===== config.mk =====
export PLATFORM = sky130hd
export DESIGN_NAME = req_qualify_arb
export DESIGN_NICKNAME = d
export VERILOG_FILES = /design/src/rtl/req_qualify_arb.sv
export SDC_FILE = /design/constraint.sdc
export NUM_CORES = 1
export LEC_CHECK = 0
export BUFFER_PORTS_ARGS = -buffer_cell sky130_fd_sc_hd__buf_2
export CAP_MARGIN = 10
export CORE_ASPECT_RATIO = 1.75
export CORE_UTILIZATION = 45
export DETAILED_ROUTE_END_ITERATION = 8
export GPL_TIMING_DRIVEN = 0
export PLACE_DENSITY_LB_ADDON = 0.05
export SLEW_MARGIN = 25
export SYNTH_ARGS = -nofsm -noshare
export SYNTH_HDL_FRONTEND = slang
export SYNTH_SLANG_ARGS = --single-unit

===== constraint.sdc =====
create_clock -name clk -period 9.7 [get_ports clk]
set_input_delay 1.455 -clock clk [delete_from_list [all_inputs] [get_ports clk]]
set_output_delay 1.455 -clock clk [all_outputs]
set_load 0.1 [all_outputs]

===== src/rtl/req_qualify_arb.sv =====
// Request-line qualifier: minimum-high-time check, pending flags and round-robin grant register.
// Define REQ_VIOL_CNT_EN to add the saturating viol_cnt counter and port.
module req_qualify_arb #(
    parameter int NUM_CH   = 16,
    parameter int MIN_HIGH = 5,
    parameter int CNT_W    = 8,
    parameter int CH_W     = $clog2(NUM_CH)
) (
    input  logic              clk,
    input  logic              rst,
    input  logic [NUM_CH-1:0] req_in,
    output logic              out_valid,
    input  logic              out_ready,
    output logic [CH_W-1:0]   out_ch,
    output logic [NUM_CH-1:0] pending,
    output logic [NUM_CH-1:0] viol_pulse
`ifdef REQ_VIOL_CNT_EN
    ,
    output logic [CNT_W-1:0]  viol_cnt
`endif
);

    localparam int                RUN_W    = $clog2(MIN_HIGH + 1);
    localparam logic [RUN_W-1:0]  RUN_MAX  = RUN_W'(MIN_HIGH);
    localparam logic [RUN_W-1:0]  RUN_QUAL = RUN_W'(MIN_HIGH - 1);
    localparam int unsigned       NUM_CH_U = NUM_CH;

    if (MIN_HIGH < 2 || CNT_W < 1) begin : g_param_check
        $error("req_qualify_arb: MIN_HIGH must be >= 2 and CNT_W >= 1");
    end

    logic [RUN_W-1:0]  run_q [NUM_CH];
    logic [RUN_W-1:0]  run_d [NUM_CH];
    logic [NUM_CH-1:0] qual;
    logic [NUM_CH-1:0] pending_q, pending_d;
    logic [NUM_CH-1:0] viol_pulse_q, viol_pulse_d;
    logic              out_valid_q, out_valid_d;
    logic [CH_W-1:0]   out_ch_q, out_ch_d;
    logic [CH_W-1:0]   ptr_q, ptr_d;
    logic              load;
    logic              found;
    logic [CH_W-1:0]   sel;
    logic [31:0]       idx;

    // Per-line run counters; qualify fires only on the MIN_HIGH-th sample, so once per run.
    always_comb begin
        run_d        = run_q;
        qual         = '0;
        viol_pulse_d = '0;
        for (int unsigned i = 0; i < NUM_CH_U; i++) begin
            qual[i]         = req_in[i] && (run_q[i] == RUN_QUAL);
            viol_pulse_d[i] = !req_in[i] && (run_q[i] != '0) && (run_q[i] < RUN_MAX);
            if (!req_in[i]) begin
                run_d[i] = '0;
            end else if (run_q[i] == RUN_MAX) begin
                run_d[i] = RUN_MAX;
            end else begin
                run_d[i] = run_q[i] + 1'b1;
            end
        end
    end

    // Round-robin pick over the registered pending flags, starting just after the last grant.
    always_comb begin
        load  = !out_valid_q || out_ready;
        found = 1'b0;
        sel   = '0;
        idx   = '0;
        for (int unsigned k = 1; k <= NUM_CH_U; k++) begin
            idx = (32'(ptr_q) + k) % NUM_CH_U;
            if (!found && pending_q[idx]) begin
                found = 1'b1;
                sel   = CH_W'(idx);
            end
        end
    end

    // Clear-then-set ordering lets a same-edge requalify win over the grant of that channel.
    always_comb begin
        pending_d   = pending_q;
        out_valid_d = out_valid_q;
        out_ch_d    = out_ch_q;
        ptr_d       = ptr_q;
        if (load) begin
            out_valid_d = found;
            if (found) begin
                pending_d[sel] = 1'b0;
                out_ch_d       = sel;
                ptr_d          = sel;
            end
        end
        pending_d = pending_d | qual;
    end

    always_ff @(posedge clk or posedge rst) begin
        if (rst) begin
            for (int unsigned i = 0; i < NUM_CH_U; i++) begin
                run_q[i] <= '0;
            end
            pending_q    <= '0;
            viol_pulse_q <= '0;
            out_valid_q  <= 1'b0;
            out_ch_q     <= '0;
            ptr_q        <= CH_W'(NUM_CH - 1);
        end else begin
            for (int unsigned i = 0; i < NUM_CH_U; i++) begin
                run_q[i] <= run_d[i];
            end
            pending_q    <= pending_d;
            viol_pulse_q <= viol_pulse_d;
            out_valid_q  <= out_valid_d;
            out_ch_q     <= out_ch_d;
            ptr_q        <= ptr_d;
        end
    end

    assign out_valid  = out_valid_q;
    assign out_ch     = out_ch_q;
    assign pending    = pending_q;
    assign viol_pulse = viol_pulse_q;

`ifdef REQ_VIOL_CNT_EN
    localparam int SUM_W = $clog2(NUM_CH + 1);
    localparam int EXT_W = CNT_W + SUM_W;

    logic [SUM_W-1:0] viol_sum;
    logic [EXT_W-1:0] cnt_ext;
    logic [CNT_W-1:0] viol_cnt_q, viol_cnt_d;

    // Adds every violation seen this edge, clamping at all-ones instead of wrapping.
    always_comb begin
        viol_sum = '0;
        for (int unsigned i = 0; i < NUM_CH_U; i++) begin
            viol_sum = viol_sum + SUM_W'(viol_pulse_d[i]);
        end
        cnt_ext = EXT_W'(viol_cnt_q) + EXT_W'(viol_sum);
        if (cnt_ext > EXT_W'({CNT_W{1'b1}})) begin
            viol_cnt_d = '1;
        end else begin
            viol_cnt_d = cnt_ext[CNT_W-1:0];
        end
    end

    always_ff @(posedge clk or posedge rst) begin
        if (rst) begin
            viol_cnt_q <= '0;
        end else begin
            viol_cnt_q <= viol_cnt_d;
        end
    end

    assign viol_cnt = viol_cnt_q;
`endif

endmodule


==> out/metrics.csv <==
stage;metric;value;unit
floorplan;area of the core;0.0140;mm^2
clock_network;Bufs on Longest Clock Path;2;
clock_network;Worst-path clk slew;0.06;ns
grt;first-pass GRT wire length;30100;um
timing;period utilisation layout;0.759;
synthesis;syn_nets;684;
finish;post-layout net count;751;
setup_path;CP max stage delay;0.77;ns
setup_path;Critical R2R Launch;ptr_q[1];
floorplan;Core Rows;57;
timing;Hold Fails Final Rpt;0;
setup_path;R2R depth;17;
clock_network;CTS tree;built;
setup_path;Crit path max-delay family;buffers and inverters;
setup_path;critical path arrival;7.58;ns
timing;min cycle time layout;7.36;ns
synthesis;Yosys cell types;74;
synthesis;Cells after Synth;657;
synthesis;syn avg cell area;9.85;um^2
setup_path;crit path capture type;register;
timing;slew margin rel.;0.349;
setup_path;Worst setup SP type;register;
synthesis;Synth Warn #;0;
grt;total gr overflow;0;
finish;ratio of cells with drive above 1 in the final layout;0.215;
detailed_routing;drt wl/cell;21.2;um
worst_hold_path;worst hold stages;1;
clock_network;CTS Buf Count;9;
worst_hold_path;Worst Hold Class;reg2reg;
worst_hold_path;WHS Endpoint;out_ch[0];
finish;diode count;0;
detailed_routing;vias;5475;
finish;area grow syn2layout;13.4;%
clock_network;hold_buf cts;0;
clock_network;Post-CTS Setup Inserts;0;
floorplan;initial core utilization;0.463;
setup_path;Slowest-stage cell, CP;nor4_1;
timing;endpoints failing setup;0;
synthesis;EDFF count, synth;0;
worst_hold_path;hold_sp;out_ch[0];
synthesis;Post-synth ARST share;1.00;
timing;setup TNS;0;ns
detailed_routing;vias per cell;6.04;
synthesis;Main synth FF type;dfrtp_1;
synthesis;synthesized area;0.00647;mm^2
run;max-cap violation count;0;
grt;largest net degree at the start of global routing;50;
timing;Least-Margin Pin Slew;0.977;ns
detailed_routing;initial drt markers;264;
synthesis;FF+latch count, synth;89;
floorplan;Die Y;161;um
timing;highest clock rate;0.136;GHz
floorplan;IO Pins;56;
clock_network;clock latency on the worst-skew pair;0.34;ns
finish;Filler cells;1348;
setup_path;RR Endpoint;pending[6];
synthesis;Seq/Total Area, Yosys;0.345;
detailed_routing;Post-route DRC;0;
clock_network;CTS Root Cell;clkbuf_16;
setup_path;Critical Path Fanout Max;10;
timing;final max-slew violation count;0;
setup_path;Critical path buffers and inverters;7;
clock_network;post-CTS sizing;0;
setup_path;Critical Path RT;9.92;ns
grt;vias in the first global route;5557;
detailed_routing;Antenna Violating Nets Remaining;0;
status;outcome;completed;
setup_path;crit-path cells;buf_6 -> buf_1 -> clkbuf_1 -> inv_1 -> ha_1 -> buf_1 -> clkbuf_1 -> mux2_2 -> mux4_2 -> nor4_1 -> o211ai_1 -> a32oi_1 -> a211oi_1 -> o21ai_1 -> buf_2 -> nand2_1 -> a211o_1;
timing;skew final;0.00872;ns
setup_path;r2r setup slk;2.34;ns
clock_network;H-tree levels;3;
setup_path;Setup CP Type;reg2reg;
floorplan;die area;0.0149;mm^2
placement;HPWL after DPL;15300;um
grt;GRT Total Usage;0.269;
placement;GP Congestion;0.981;
detailed_routing;final wirelength;19200;um
detailed_routing;router iterations before antenna repair;5;
placement;PortBufs;55;
timing;RSZ-0062 raised after global routing;false;
floorplan;Die Span X;92.7;um
clock_network;CTS sink cnt;89;
grt;initial antenna violation count;0;
[through the flow]
step	cell area (um^2)	setup slack [ns]	utilization	hold slack, ns	std cells
2_1_floorplan	6470	3.95	-	0.501	657
3_3_place_gp	6970	2.38	0.498	0.459	889
3_5_place_dp	7010	2.24	0.501	0.462	890
4_1_cts	7340	2.24	0.525	0.478	906
5_1_grt	7340	1.94	0.525	0.508	906
6_report	7340	2.34	0.525	0.472	906
[flip-flops by register name, indices dropped and copies added (netlist names)]
register,cells
pending,16
out_ch,4
run_q,48
ptr_q,4
out_valid,1
viol_pulse,16
[per-layer routing]
layer / vias up / wire length, um / track usage / part of all wire
met4: 0 / 1510 / 0.200 / 0.079
met2: 157 / 10500 / 0.502 / 0.55
li1: 2554 / - / - / -
met5: - / 0 / 0 / 0
met1: 2692 / 6650 / 0.260 / 0.35
met3: 72 / 564 / 0.0384 / 0.029
[layout make-up]
| class | count | area (um^2) | area share |
|---|---|---|---|
| tap | 177 | 221 | 0.0302 |
| buffer | 22 | 118 | 0.0160 |
| timing repair buffer | 56 | 303 | 0.0413 |
| clock inverter | 6 | 90.1 | 0.0123 |
| inverter | 19 | 76.3 | 0.0104 |
| clock buffer | 10 | 239 | 0.0326 |
| sequential | 89 | 2230 | 0.304 |
| multi-input combinational | 527 | 4060 | 0.553 |
[synthesized netlist by cell type (6+ instances only)]
cell      count  share of area
a21boi_0     13          0.015
mux2i_1      35          0.054
nor3b_1      10          0.012
inv_1        18          0.010
xor2_1       24          0.032
mux2_2       28          0.049
nand2_1      40          0.023
clkbuf_1      8         0.0046
o211ai_1     10          0.012
dfrtp_1      85           0.33
nand2b_1     21          0.020
a21oi_1      23          0.018
mux4_2       28          0.097
o21ai_0      16          0.012
and3_1        8         0.0077
nor2b_1      16          0.015
nor2_1       91          0.053
nor4_1        6         0.0058
nor3_1       11         0.0085
ha_1          8          0.015
nand3_1       9         0.0070
and2_1       16          0.015
a211oi_1      9          0.010
xnor2_1      18          0.024
[cells in the final DEF (no fill, tap or decap), drive strengths merged, types with 3 or more instances in the layout]
| master | count |
|---|---|
| a21oi | 23 |
| o32ai | 5 |
| and2 | 16 |
| clkinv | 3 |
| a21boi | 13 |
| ha | 8 |
| xnor2 | 18 |
| and4 | 4 |
| mux2 | 28 |
| dfstp | 4 |
| nor2b | 16 |
| a211oi | 9 |
| mux2i | 35 |
| inv | 19 |
| xor2 | 24 |
| nand2b | 21 |
| o2111a | 3 |
| buf | 70 |
| o21ai | 19 |
| nand4b | 3 |
| nor3 | 13 |
| nor4 | 6 |
| nor2 | 91 |
| nor3b | 10 |
| a211o | 4 |
| a31o | 5 |
| o22ai | 5 |
| dfrtp | 85 |
| a21o | 4 |
| o211ai | 10 |
| mux4 | 30 |
| nand2 | 40 |
| clkbuf | 18 |
| and3 | 8 |
| nand3 | 9 |
| a31oi | 5 |
[kinds of logic after synthesis]
| logic type | share of synthesized area |
|---|---|
| XOR/XNOR | 0.0568 |
| buffers and inverters | 0.0292 |
| AO/OA/AOI/OAI | 0.143 |
| multiplexers | 0.208 |
| AND/OR/NAND/NOR | 0.202 |
| flip-flops | 0.345 |
| adder cells (fa/ha/maj) | 0.0155 |
[worst register-to-register path, cell delays in order, from the launching register on]
cell and delay, ns:
dfstp_2 0.63, buf_6 0.19, buf_1 0.45, clkbuf_1 0.62
inv_1 0.32, ha_1 0.49, buf_1 0.49, clkbuf_1 0.57
mux2_2 0.43, mux4_2 0.54, nor4_1 0.77, o211ai_1 0.19
a32oi_1 0.26, a211oi_1 0.11, o21ai_1 0.50, buf_2 0.32
nand2_1 0.08, a211o_1 0.28
[worst max-delay path by stage]
stage                   from    endpoint  cells past startpoint
floorplan           ptr_q[1]  pending[1]                     17
global placement    ptr_q[1]  pending[6]                     17
detailed placement  ptr_q[1]  pending[6]                     17
CTS                 ptr_q[1]  pending[6]                     17
global route        ptr_q[1]  pending[4]                     18
finish              ptr_q[1]  pending[6]                     17
Power is not shown: default switching activity piles up to over one toggle a cycle in this logic, so the estimate is an artifact.
